[src/rtl/vx_csr_unit_pkg.sv]
// Shared types, widths and helpers for the CSR sequencer.
package vx_csr_unit_pkg;

  localparam int unsigned XLEN             = 32;
  localparam int unsigned UUID_WIDTH       = 16;
  localparam int unsigned NW_WIDTH         = 2;
  localparam int unsigned NR_BITS          = 5;
  localparam int unsigned VX_CSR_ADDR_BITS = 12;

  // Top two address bits equal to this mark a read-only CSR.
  localparam logic [1:0] CSR_RO_PREFIX = 2'b11;

  typedef enum logic [1:0] {
    CsrRw  = 2'd0,
    CsrRs  = 2'd1,
    CsrRc  = 2'd2,
    CsrIll = 2'd3
  } csr_op_t;

  typedef struct packed {
    logic [UUID_WIDTH-1:0]       uuid;
    logic [NW_WIDTH-1:0]         wid;
    csr_op_t                     op;
    logic [XLEN-1:0]             src;
    logic [VX_CSR_ADDR_BITS-1:0] addr;
    logic [NR_BITS-1:0]          rd;
    logic                        wb;
  } csr_req_t;

  typedef struct packed {
    logic [UUID_WIDTH-1:0] uuid;
    logic [NW_WIDTH-1:0]   wid;
    logic [NR_BITS-1:0]    rd;
    logic                  wb;
    logic [XLEN-1:0]       data;
  } csr_rsp_t;

  function automatic logic [XLEN-1:0] csr_new_value(input csr_op_t         op,
                                                    input logic [XLEN-1:0] old_val,
                                                    input logic [XLEN-1:0] src);
    logic [XLEN-1:0] res;
    case (op)
      CsrRs:   res = old_val | src;
      CsrRc:   res = old_val & ~src;
      default: res = src;
    endcase
    return res;
  endfunction

endpackage

[src/rtl/vx_csr_unit_elastic_buffer.sv]
// Response elastic buffer: Size 1 is a zero-latency pass-through, Size 2 a registered
// two-entry FIFO that sustains one transfer per cycle.
module vx_csr_unit_elastic_buffer #(
  parameter int unsigned Size      = 2,
  parameter int unsigned DataWidth = 8
) (
  input  logic                 clk,
  input  logic                 reset,
  input  logic                 valid_in,
  output logic                 ready_in,
  input  logic [DataWidth-1:0] data_in,
  output logic                 valid_out,
  input  logic                 ready_out,
  output logic [DataWidth-1:0] data_out
);

  if (Size == 1) begin : g_pass
    logic unused_clk_reset;
    assign unused_clk_reset = clk ^ reset;
    assign valid_out = valid_in;
    assign ready_in  = ready_out;
    assign data_out  = data_in;
  end else begin : g_fifo
    logic [DataWidth-1:0] mem_q [2];
    logic                 wr_ptr_q, rd_ptr_q;
    logic [1:0]           count_q;
    logic                 push, pop;

    assign ready_in  = (count_q != 2'd2);
    assign valid_out = (count_q != 2'd0);
    assign data_out  = mem_q[rd_ptr_q];
    assign push      = valid_in & ready_in;
    assign pop       = valid_out & ready_out;

    always_ff @(posedge clk or negedge reset) begin
      if (!reset) begin
        mem_q[0] <= '0;
        mem_q[1] <= '0;
        wr_ptr_q <= 1'b0;
        rd_ptr_q <= 1'b0;
        count_q  <= 2'd0;
      end else begin
        if (push) begin
          mem_q[wr_ptr_q] <= data_in;
          wr_ptr_q        <= ~wr_ptr_q;
        end
        if (pop) begin
          rd_ptr_q <= ~rd_ptr_q;
        end
        case ({push, pop})
          2'b10:   count_q <= count_q + 2'd1;
          2'b01:   count_q <= count_q - 2'd1;
          default: count_q <= count_q;
        endcase
      end
    end
  end

endmodule

[src/rtl/vx_csr_unit.sv]
// CSR instruction sequencer: S0 reads CSR storage, S1 computes/writes the new value and pushes
// the old value into the response buffer. Define CSR_FWD_EN to bypass S1 into S0 on hazards.
module vx_csr_unit
  import vx_csr_unit_pkg::*;
#(
  parameter string       INSTANCE_ID = "",
  parameter int unsigned OUT_BUF     = 2
) (
  input  logic                        clk,
  input  logic                        reset,

  input  logic                        req_valid,
  output logic                        req_ready,
  input  logic [UUID_WIDTH-1:0]       req_uuid,
  input  logic [NW_WIDTH-1:0]         req_wid,
  input  logic [1:0]                  req_op,
  input  logic                        req_use_imm,
  input  logic [4:0]                  req_imm,
  input  logic [XLEN-1:0]             req_rs1_data,
  input  logic                        req_rs1_zero,
  input  logic [VX_CSR_ADDR_BITS-1:0] req_addr,
  input  logic [NR_BITS-1:0]          req_rd,
  input  logic                        req_wb,

  output logic                        read_enable,
  output logic [UUID_WIDTH-1:0]       read_uuid,
  output logic [NW_WIDTH-1:0]         read_wid,
  output logic [VX_CSR_ADDR_BITS-1:0] read_addr,
  input  logic [XLEN-1:0]             read_data_ro,
  input  logic [XLEN-1:0]             read_data_rw,

  output logic                        write_enable,
  output logic [UUID_WIDTH-1:0]       write_uuid,
  output logic [NW_WIDTH-1:0]         write_wid,
  output logic [VX_CSR_ADDR_BITS-1:0] write_addr,
  output logic [XLEN-1:0]             write_data,

  output logic                        rsp_valid,
  input  logic                        rsp_ready,
  output logic [UUID_WIDTH-1:0]       rsp_uuid,
  output logic [NW_WIDTH-1:0]         rsp_wid,
  output logic [NR_BITS-1:0]          rsp_rd,
  output logic                        rsp_wb,
  output logic [XLEN-1:0]             rsp_data
);

  csr_req_t        s0_req;
  logic [XLEN-1:0] s0_src, s0_old, s0_read;
  logic            s0_wr_req, s0_ro, s0_fire;

  csr_req_t        s1_req_q, s1_req_d;
  logic [XLEN-1:0] s1_old_q, s1_old_d, s1_new;
  logic            s1_valid_q, s1_valid_d, s1_wr_req_q, s1_wr_req_d;
  logic            s1_fire, hazard;

  csr_rsp_t        s1_rsp, buf_rsp;
  logic            buf_ready;

  // ---------------------------------------------------------------- S0
  assign s0_src  = req_use_imm ? {{(XLEN-5){1'b0}}, req_imm} : req_rs1_data;
  assign s0_ro   = (req_addr[VX_CSR_ADDR_BITS-1 -: 2] == CSR_RO_PREFIX);
  assign s0_read = read_data_ro | read_data_rw;

  always_comb begin
    s0_req      = '0;
    s0_req.uuid = req_uuid;
    s0_req.wid  = req_wid;
    s0_req.op   = csr_op_t'(req_op);
    s0_req.src  = s0_src;
    s0_req.addr = req_addr;
    s0_req.rd   = req_rd;
    s0_req.wb   = req_wb;
  end

  // Set/clear with a zero operand leaves the CSR untouched, so no write is issued.
  always_comb begin
    s0_wr_req = 1'b0;
    if (s0_req.op == CsrRw) begin
      s0_wr_req = 1'b1;
    end else if (s0_req.op != CsrIll) begin
      s0_wr_req = req_use_imm ? (req_imm != 5'd0) : ~req_rs1_zero;
    end
    if (s0_ro) begin
      s0_wr_req = 1'b0;
    end
  end

  assign hazard  = s1_valid_q & s1_wr_req_q & (req_addr == s1_req_q.addr);
  assign s1_fire = s1_valid_q & buf_ready;

`ifdef CSR_FWD_EN
  // A hazard can only be accepted while S1 fires, so S1's new value is what storage will hold.
  assign req_ready = reset & (~s1_valid_q | s1_fire);
  assign s0_old    = hazard ? s1_new : s0_read;
`else
  assign req_ready = reset & (~s1_valid_q | s1_fire) & ~hazard;
  assign s0_old    = s0_read;
`endif

  assign s0_fire     = req_valid & req_ready;
  assign read_enable = s0_fire;
  assign read_uuid   = s0_fire ? req_uuid : '0;
  assign read_wid    = s0_fire ? req_wid : '0;
  assign read_addr   = s0_fire ? req_addr : '0;

  // ---------------------------------------------------------------- S1
  always_comb begin
    s1_valid_d  = s1_valid_q;
    s1_req_d    = s1_req_q;
    s1_old_d    = s1_old_q;
    s1_wr_req_d = s1_wr_req_q;
    if (s0_fire) begin
      s1_valid_d  = 1'b1;
      s1_req_d    = s0_req;
      s1_old_d    = s0_old;
      s1_wr_req_d = s0_wr_req;
    end else if (s1_fire) begin
      s1_valid_d = 1'b0;
    end
  end

  always_ff @(posedge clk or negedge reset) begin
    if (!reset) begin
      s1_valid_q  <= 1'b0;
      s1_req_q    <= '0;
      s1_old_q    <= '0;
      s1_wr_req_q <= 1'b0;
    end else begin
      s1_valid_q  <= s1_valid_d;
      s1_req_q    <= s1_req_d;
      s1_old_q    <= s1_old_d;
      s1_wr_req_q <= s1_wr_req_d;
    end
  end

  assign s1_new = csr_new_value(s1_req_q.op, s1_old_q, s1_req_q.src);

  // Write and buffer push share s1_fire, so each request writes at most once.
  assign write_enable = s1_fire & s1_wr_req_q;
  assign write_uuid   = s1_req_q.uuid;
  assign write_wid    = s1_req_q.wid;
  assign write_addr   = s1_req_q.addr;
  assign write_data   = s1_new;

  // ---------------------------------------------------------------- response
  always_comb begin
    s1_rsp      = '0;
    s1_rsp.uuid = s1_req_q.uuid;
    s1_rsp.wid  = s1_req_q.wid;
    s1_rsp.rd   = s1_req_q.rd;
    s1_rsp.wb   = s1_req_q.wb;
    s1_rsp.data = s1_old_q;
  end

  vx_csr_unit_elastic_buffer #(
    .Size      (OUT_BUF),
    .DataWidth ($bits(csr_rsp_t))
  ) u_rsp_buf (
    .clk       (clk),
    .reset     (reset),
    .valid_in  (s1_valid_q),
    .ready_in  (buf_ready),
    .data_in   (s1_rsp),
    .valid_out (rsp_valid),
    .ready_out (rsp_ready),
    .data_out  (buf_rsp)
  );

  assign rsp_uuid = buf_rsp.uuid;
  assign rsp_wid  = buf_rsp.wid;
  assign rsp_rd   = buf_rsp.rd;
  assign rsp_wb   = buf_rsp.wb;
  assign rsp_data = buf_rsp.data;

  illegal_op_a: assert property (@(posedge clk) disable iff (!reset)
                                 s0_fire |-> (req_op != 2'd3))
    else $error("%s: illegal CSR op, uuid=%0h", INSTANCE_ID, req_uuid);

endmodule

[config.mk]
export PLATFORM = sky130hd
export DESIGN_NAME = vx_csr_unit
export DESIGN_NICKNAME = d
export VERILOG_FILES = /design/src/rtl/vx_csr_unit_pkg.sv /design/src/rtl/vx_csr_unit_elastic_buffer.sv /design/src/rtl/vx_csr_unit.sv
export SDC_FILE = /design/constraint.sdc
export NUM_CORES = 1
export LEC_CHECK = 0
export ABC_CLOCK_PERIOD_IN_PS = 2000
export BUFFER_PORTS_ARGS = -buffer_cell sky130_fd_sc_hd__buf_2
export CAP_MARGIN = 10
export CORE_ASPECT_RATIO = 1.75
export CORE_MARGIN = 5
export CORE_UTILIZATION = 47
export DETAILED_ROUTE_END_ITERATION = 12
export PLACE_DENSITY = 0.85
export SLEW_MARGIN = 15
export SYNTH_ARGS = -nofsm -noshare
export SYNTH_HDL_FRONTEND = slang
export SYNTH_SLANG_ARGS = --single-unit
[constraint.sdc]
create_clock -name clk -period 2 [get_ports clk]
set_input_delay 0.3 -clock clk [delete_from_list [all_inputs] [get_ports clk]]
set_output_delay 0.3 -clock clk [all_outputs]
set_load 0.03 [all_outputs]
==> results of run 1 <==
-- layout by cell type, fill, tap and decap left out, drive strengths merged, types with 31 or more instances in the layout --
cell / n
a21oi: 64
and2: 32
buf: 381
clkbuf: 31
dfrtp: 220
inv: 38
mux2: 186
mux2i: 32
nand2: 34
nand2b: 33
nor2: 36
o21ai: 33
-- layout make-up --
type / instances / area [sq um]
tap: 296 / 370
multi-input combinational: 540 / 4970
antenna: 1 / 2.50
timing repair buffer: 382 / 2980
inverter: 36 / 159
clock inverter: 4 / 22.5
timing repair inverter: 2 / 22.5
sequential: 220 / 5510
clock buffer: 31 / 593
fill: 1516 / 7450
-- path summary, 6_finish.rpt --
| check | cells past startpoint | slack, ns | start | to |
|---|---|---|---|---|
| hold / removal | 2 | 0.04 | req_wid[1] | write_wid[1]$_DFFE_PN0P_ |
| setup reg to reg | 8 | -0.21 | write_addr[3]$_DFFE_PN0P_ | s1_req_q[25]$_DFFE_PN0P_ |
| hold reg to reg | 2 | 0.48 | u_rsp_buf.g_fifo.mem_q[15]$_DFFE_PN0P_ | u_rsp_buf.g_fifo.mem_q[15]$_DFFE_PN0P_ |
| setup / recovery | 9 | -0.64 | write_addr[3]$_DFFE_PN0P_ | read_uuid[0] |
| min in group asynchronous | 3 | 0.37 | reset | u_rsp_buf.g_fifo.mem_q[4]$_DFFE_PN0P_ |
| max in group asynchronous | 4 | 0.38 | reset | u_rsp_buf.g_fifo.mem_q[32]$_DFFE_PN0P_ |
-- layer usage --
metal / routed length, um / up-vias / part of all wire
li1: - / 3647 / -
met1: 11100 / 4152 / 0.35
met2: 17600 / 373 / 0.55
met3: 1740 / 109 / 0.054
met4: 1750 / 0 / 0.054
met5: 0 / - / 0
-- kinds of logic after synthesis --
| kind of cell | after synthesis | share of synthesized area |
|---|---|---|
| AOI/OAI and AO/OA | 124 | 0.0690 |
| xor gates and xnor gates | 17 | 0.0142 |
| adders and majority gates | 3 | 0.00359 |
| buffers and inverters | 120 | 0.0598 |
| DFF | 220 | 0.526 |
| muxes | 218 | 0.240 |
| and+or+nand+nor | 178 | 0.0870 |
-- metrics by stage --
| step | worst slack (ns) | TNS [ns] | util |
|---|---|---|---|
| floorplan | 0.0263 | 0 | - |
| global placement | -0.307 | -31.67 | 0.566 |
| detailed placement | -0.398 | -40.66 | 0.566 |
| CTS | -0.676 | -42.88 | 0.659 |
| global route | -0.754 | -56.25 | 0.662 |
| finish | -0.643 | -39.65 | 0.662 |
-- state kept, by name, indices dropped and copies added, names as in the netlist --
name / count
write_wid: 2
s1_valid_q: 1
u_rsp_buf.g_fifo.count_q: 2
write_addr: 12
u_rsp_buf.g_fifo.wr_ptr_q: 1
write_uuid: 16
s1_old_q: 32
s1_req_q: 40
u_rsp_buf.g_fifo.rd_ptr_q: 1
u_rsp_buf.g_fifo.mem_q: 112
s1_wr_req_q: 1
-- power by group through the flow --
stage,combinational [mW],sequential [mW],clock (mW)
global placement,10.1,6.94,0
floorplan,7.35,6.75,0
CTS,12.8,7.08,3.73
detailed placement,10.3,7.08,0
global route,13.6,7.33,3.91
finish,12.9,7.17,3.67
-- timing repair --
item                                   in CTS  in global routing
buffers inserted                           19                  1
setup endpoints to repair                 199                220
pin swaps                                  13                 14
hold buffers                                1                  0
gates cloned                               11                  0
gates resized for setup                   282                 17
endpoints found under the hold margin      10                  0
==> results.md, run 1 <==
| Parameter | Reported | Unit |
|---|---|---|
| Nature of the critical path endpoint | primary output | - |
| Hold/Removal Path Class | input port to flop | - |
| Vias in the first global route | 9100 | - |
| Number of cells produced by synthesis | 880 | - |
| Final clock skew | 0.0148 | ns |
| GRT Max-Usage Layer | met2 | - |
| Area growth syn-to-layout | 39.7 | % |
| Critical path's top delay family | simple AND/OR/NAND/NOR gates | - |
| Minimum hold slack | 0.0393 | ns |
| Required time of the worst setup path | 1.70 | ns |
| Fraction of power consumed by sequential logic | 0.302 | - |
| Pin count of the biggest net entering global routing | 132 | - |
| Routed len/inst | 21.3 | um |
| Most common flop cell mapped by yosys | sky130_fd_sc_hd__dfrtp_1 | - |
| Share of synthesized flip-flops with an asynchronous set or reset | 1.00 | - |
| DRT Pass-1 Iters | 4 | - |
| Top post-synthesis cells by area | sky130_fd_sc_hd__dfrtp_1, sky130_fd_sc_hd__mux2_2, sky130_fd_sc_hd__mux2_1 | - |
| Total number of nets in the final design | 1350 | - |
| Most common library cells after synthesis | sky130_fd_sc_hd__dfrtp_1, sky130_fd_sc_hd__mux2_2, sky130_fd_sc_hd__a21oi_1, sky130_fd_sc_hd__mux2_1, sky130_fd_sc_hd__nor2_1 | - |
| Slowest stage cell, crit path | sky130_fd_sc_hd__dfrtp_1 | - |
| Starting DRC count in detailed routing | 503 | - |
| # port buffers | 296 | - |
| Internal cell power | 13.8 | mW |
| Count of maximum capacitance violations | 0 | - |
| Worst skew pair latency | 0.50 | ns |
| Starting utilization of the core area | 0.474 | - |
| Cell breakdown of the critical path | xnor2_2 > nand4_1 > nor4_4 > nand3b_1 > buf_12 > buf_12 > inv_16 > and2_4 > buf_6 | - |
| Number of placement rows | 72 | - |
| Netlist area before placement | 0.0105 | sq mm |
| Number of nets with antenna violations after detailed routing | 0 | - |
| Most prevalent standard cell on the critical path | sky130_fd_sc_hd__buf_12 | - |
| Stage delay of the slowest cell on the critical path | 0.41 | ns |
| Switching portion of total power | 0.420 | - |
| Cts bufs inserted | 20 | - |
| Count of boundary I/O pins | 297 | - |
| Total clock sinks | 220 | - |
| Share of post-route cells with drive strength above 1 | 0.528 | - |
| Yosys top cell area share | 0.526 | - |
| Total of warnings raised by yosys | 0 | - |
| Cell taking the most area after synthesis | sky130_fd_sc_hd__dfrtp_1 | - |
| WP buf/inv | 4 | - |
| Fraction of the cycle the final worst path needs | 1.32 | - |
| Headroom to the max-slew limit | 0.335 | - |
| H-tree Lvls | 1 | - |
| Synth cell types | 35 | - |
| Die Ht | 207 | um |
| Sw Pwr | 9.97 | mW |
| Grt met3 use | 0.0390 | - |
| Total placed cells including tap cells | 1448 | - |
| Status | finished with violations | - |
| Min Tclk post-route | 2.64 | ns |
| Post-synthesis area per instance | 11.9 | sq um |
| PD cells | 1620 | mW/mm^2 |
| Crit Path Max Fanout | 12 | - |
| Non-filler instance count after layout | 1512 | - |
| Critical path arrival | 2.34 | ns |
| Total leakage power | 6.71 | nW |
| Routed via count divided by cell count | 5.48 | - |
| Die X-Extent | 123 | um |
| Clock transition at the registers of the reported paths | 0.06 | ns |
| Post-DP HPWL | 20500 | um |
| Remaining global-route overflow | 0 | - |
| Global router's overall resource usage | 0.251 | - |
| Sequential cell area fraction in the yosys report | 0.526 | - |
| Setup Viol. Count Final | 182 | - |
| Met2 track demand over resource in global routing | 0.459 | - |
| CP startpoint kind | flop | - |
| Worst path setup slack after routing | -0.643 | ns |
| Combinational group share of total power | 0.544 | - |
| Overall via count from detail_route | 8281 | - |
| Fin area | 0.0146 | sq mm |
| Global placement routability congestion | 0.840 | - |
| Number of enable flip-flop cells after synthesis | 0 | - |
| Placed standard-cell area | 0.0125 | sq mm |
| Core ar. | 0.0221 | sq mm |
| Initial antenna violation count | 1 | - |
| CTS tree | done | - |
| Top achievable clock speed | 378 | MHz |
| Actual slew at the worst max-slew pin | 0.998 | ns |
| Clock network fraction of total power | 0.154 | - |
| Full die area | 0.0255 | sq mm |
| DRC Markers | 0 | - |
| Register bit count reported by yosys | 220 | - |
| WS Path Type | flop to primary output | - |
| Total wirelength of the detailed-routed design | 32200 | um |
| Most frequent cell after synthesis | sky130_fd_sc_hd__dfrtp_1 | - |
| Unrepaired setup endpoints after global routing | true | - |
| Worst IR Drop VDD | 1330 | uV |
| GR Layer Usage met1 | 0.268 | - |
| Violated checks | setup timing | - |
| Max clock buf depth | 3 | - |
| Final Slew Violations | 0 | - |
| Global-route wire length before repair | 49800 | um |
| Synthesized net count | 1028 | - |
| Total design power | 23.8 | mW |
| Master cell of the clock root buffer | sky130_fd_sc_hd__clkbuf_16 | - |
| Final Hold Vio Count | 0 | - |
Power figures use the tool's default switching activity.
==> run 2, diff against run 1 <==
BUFFER_PORTS_ARGS = -buffer_cell sky130_fd_sc_hd__buf_4   (was -buffer_cell sky130_fd_sc_hd__buf_2)
==> run 2 against run 1 <==
Global-route usage is 3.0 points higher. Clock power grew 3%. The run still ends with setup timing left. Critical endpoint is now read_uuid[10]. Hold slack improved by 0.011 ns. Final cell count rose by 0.99%. Fmax decreased by 2.4%. Clock skew rose by 0.0031 ns. Routed wire length up 22%. Flip-flop and latch count stayed put. Combinational power grew 22%. Die area is the same. Sequential power increased by 2.9%. Total power up 13%.
==> results.md, run 2 (synthesis results as in run 1) <==
| Parameter | Reported | Unit |
|---|---|---|
| Worst R2R Path Depth | 11 | - |
| CTS tree | done | - |
| Headroom to the max-slew limit | 0.504 | - |
| Slowest stage cell, crit path | sky130_fd_sc_hd__dfrtp_1 | - |
| Required time of the worst setup path | 1.70 | ns |
| Minimum hold slack | 0.0502 | ns |
| Count of maximum capacitance violations | 0 | - |
| Routed via count divided by cell count | 5.74 | - |
| Die X-Extent | 123 | um |
| Worst path setup slack after routing | -0.709 | ns |
| Starting DRC count in detailed routing | 562 | - |
| Hold Crit Depth | 2 | - |
| Fraction of the cycle the final worst path needs | 1.35 | - |
| Crit Path Max Fanout | 21 | - |
| Total wirelength of the detailed-routed design | 39300 | um |
| Global-route wire length before repair | 54700 | um |
| Nature of the critical path endpoint | primary output | - |
| Most common cell after layout, fill and taps aside | sky130_fd_sc_hd__dfrtp_1 | - |
| Count of boundary I/O pins | 297 | - |
| Clock transition at the registers of the reported paths | 0.06 | ns |
| Launching element of the worst setup path | write_addr[1]$_DFFE_PN0P_ | - |
| Master cell of the clock root buffer | sky130_fd_sc_hd__clkbuf_16 | - |
| Share of post-route cells with drive strength above 1 | 0.563 | - |
| Violated checks | setup timing | - |
| Cell breakdown of the critical path | xnor2_2 > nand4_1 > nor4_2 > nand3b_1 > bufinv_16 > and2_1 > buf_6 | - |
| Share of the core filled with cells in the final layout | 0.743 | - |
| Routed len/inst | 25.7 | um |
| H-tree Lvls | 1 | - |
| Top achievable clock speed | 369 | MHz |
| Actual slew at the worst max-slew pin | 0.742 | ns |
| CP startpoint kind | flop | - |
| Number of placement rows | 72 | - |
| Capture instance of the worst register-to-register path | s1_req_q[50]$_DFFE_PN0P_ | - |
| PD cells | 1630 | mW/mm^2 |
| # port buffers | 296 | - |
| DRT Pass-1 Iters | 5 | - |
| Critical path arrival | 2.41 | ns |
| Largest registers | u_rsp_buf.g_fifo.mem_q x112, s1_req_q x40, s1_old_q x32 | - |
| Stage delay of the slowest cell on the critical path | 0.42 | ns |
| Layout filler cell count | 1274 | - |
| Remaining global-route overflow | 0 | - |
| Number of nets with antenna violations after detailed routing | 0 | - |
| Pin count of the biggest net entering global routing | 94 | - |
| Core ar. | 0.0221 | sq mm |
| Final Hold Vio Count | 0 | - |
| Total clock sinks | 220 | - |
| Cts bufs inserted | 21 | - |
| Initial antenna violation count | 0 | - |
| Setup Viol. Count Final | 212 | - |
| Unrepaired setup endpoints after global routing | true | - |
| Die Ht | 207 | um |
| Max clock buf depth | 3 | - |
| Total design power | 26.8 | mW |
| Post-DP HPWL | 21200 | um |
| DRC Markers | 0 | - |
| Global placement routability congestion | 0.834 | - |
| Area growth syn-to-layout | 56.7 | % |
| Startpoint of the worst hold path | req_rd[3] | - |
| Reg area | 0.00551 | sq mm |
| Final Slew Violations | 0 | - |
| Worst IR Drop VDD | 1480 | uV |
| WS Path Type | flop to primary output | - |
| Vias in the first global route | 9489 | - |
| Total number of nets in the final design | 1366 | - |
| Full die area | 0.0255 | sq mm |
| Status | finished with violations | - |
| Launch point of the worst reg-to-reg path | write_addr[1]$_DFFE_PN0P_ | - |
| Worst skew pair latency | 0.49 | ns |
| Inserted Diodes | 0 | - |
| Most frequent cells in the layout | sky130_fd_sc_hd__dfrtp_1, sky130_fd_sc_hd__buf_4, sky130_fd_sc_hd__buf_6 | - |
| Multi-input gate area | 0.00552 | sq mm |
| Starting utilization of the core area | 0.474 | - |
| Number of flip-flops under the largest register name | 112 | - |
| Worst Hold Endpoint | s1_req_q[4]$_DFFE_PN0P_ | - |
| Min Tclk post-route | 2.71 | ns |
| Largest register by flop count | u_rsp_buf.g_fifo.mem_q | - |
| Hold/Removal Path Class | input port to flop | - |
| Global router's overall resource usage | 0.281 | - |
| Overall via count from detail_route | 8760 | - |
| R2r setup slk | -0.52 | ns |
| Total leakage power | 7.51 | nW |
| Final clock skew | 0.0179 | ns |
==> run 2: changes by cell type in the layout (fill, tap and decap cells not counted), moves of 15 or more <==
cell / before / now
sky130_fd_sc_hd__mux2_1: 64 / 46
sky130_fd_sc_hd__buf_2: 211 / 0
sky130_fd_sc_hd__mux2_2: 94 / 46
sky130_fd_sc_hd__mux2_4: 28 / 94
sky130_fd_sc_hd__buf_4: 77 / 209
sky130_fd_sc_hd__buf_6: 64 / 136
sky130_fd_sc_hd__o2bb2ai_2: 0 / 22
sky130_fd_sc_hd__a21oi_4: 28 / 43
sky130_fd_sc_hd__o2bb2ai_1: 26 / 0
==> run 2: timing repair <==
item                                    4_1_cts  5_1_grt
gates resized for setup                     253      190
hold endpoints to repair                     24        0
pin swaps                                    10       12
hold buffers                                  1        0
endpoints found under the setup margin      218      319
cloned                                       21        3
buffers inserted                             31       12
==> run 2: cell type report <==
| cell class | count | area share |
|---|---|---|
| timing repair inverter | 4 | 0.00389 |
| multi-input combinational | 540 | 0.337 |
| sequential | 220 | 0.336 |
| clock inverter | 2 | 0.000610 |
| tap | 296 | 0.0226 |
| inverter | 36 | 0.0108 |
| clock buffer | 34 | 0.0375 |
| timing repair buffer | 395 | 0.252 |
==> run 2: where the power goes <==
| group | switching [mW] | leakage [nW] | internal (mW) |
|---|---|---|---|
| logic | 8.12 | 4.67 | 7.53 |
| clock network | 1.68 | 0.306 | 2.09 |
| registers | 1.32 | 2.54 | 6.06 |
| total | 11.1 | 7.51 | 15.7 |
==> run 2: critical path, delay by kind of cell, from the launching register on <==
| family | cells | cell delay (ns) |
|---|---|---|
| and+or+nand+nor | 4 | 0.88 |
| DFF | 1 | 0.42 |
| buffers and inverters | 2 | 0.37 |
| xor gates and xnor gates | 1 | 0.22 |
==> run 2: how the worst max path moves through the flow <==
stage	endpoint	slack, ns	cells past startpoint
2_1_floorplan	read_addr[10]	0.03	8
3_3_place_gp	read_addr[0]	-0.17	8
3_5_place_dp	read_uuid[0]	-0.26	8
4_1_cts	read_uuid[8]	-0.60	7
5_1_grt	read_uuid[10]	-0.79	7
6_report	read_uuid[10]	-0.71	7
==> run 2: metal layers <==
layer,vias to the layer above,share of wire,GRT usage
met5,-,0,0
met4,0,0.073,0.164
met3,169,0.053,0.0403
met2,443,0.54,0.511
met1,4476,0.33,0.300
li1,3672,-,-
==> run 2: metrics by stage <==
stage / worst slack (ns) / setup TNS (ns) / cells / instance area (sq um)
2_1_floorplan: 0.0263 / 0 / 880 / 10500
3_3_place_gp: -0.173 / -14.41 / 1440 / 13200
3_5_place_dp: -0.255 / -24.24 / 1440 / 13200
4_1_cts: -0.601 / -59.58 / 1526 / 15700
5_1_grt: -0.793 / -86.47 / 1527 / 16400
6_report: -0.709 / -73.40 / 1527 / 16400
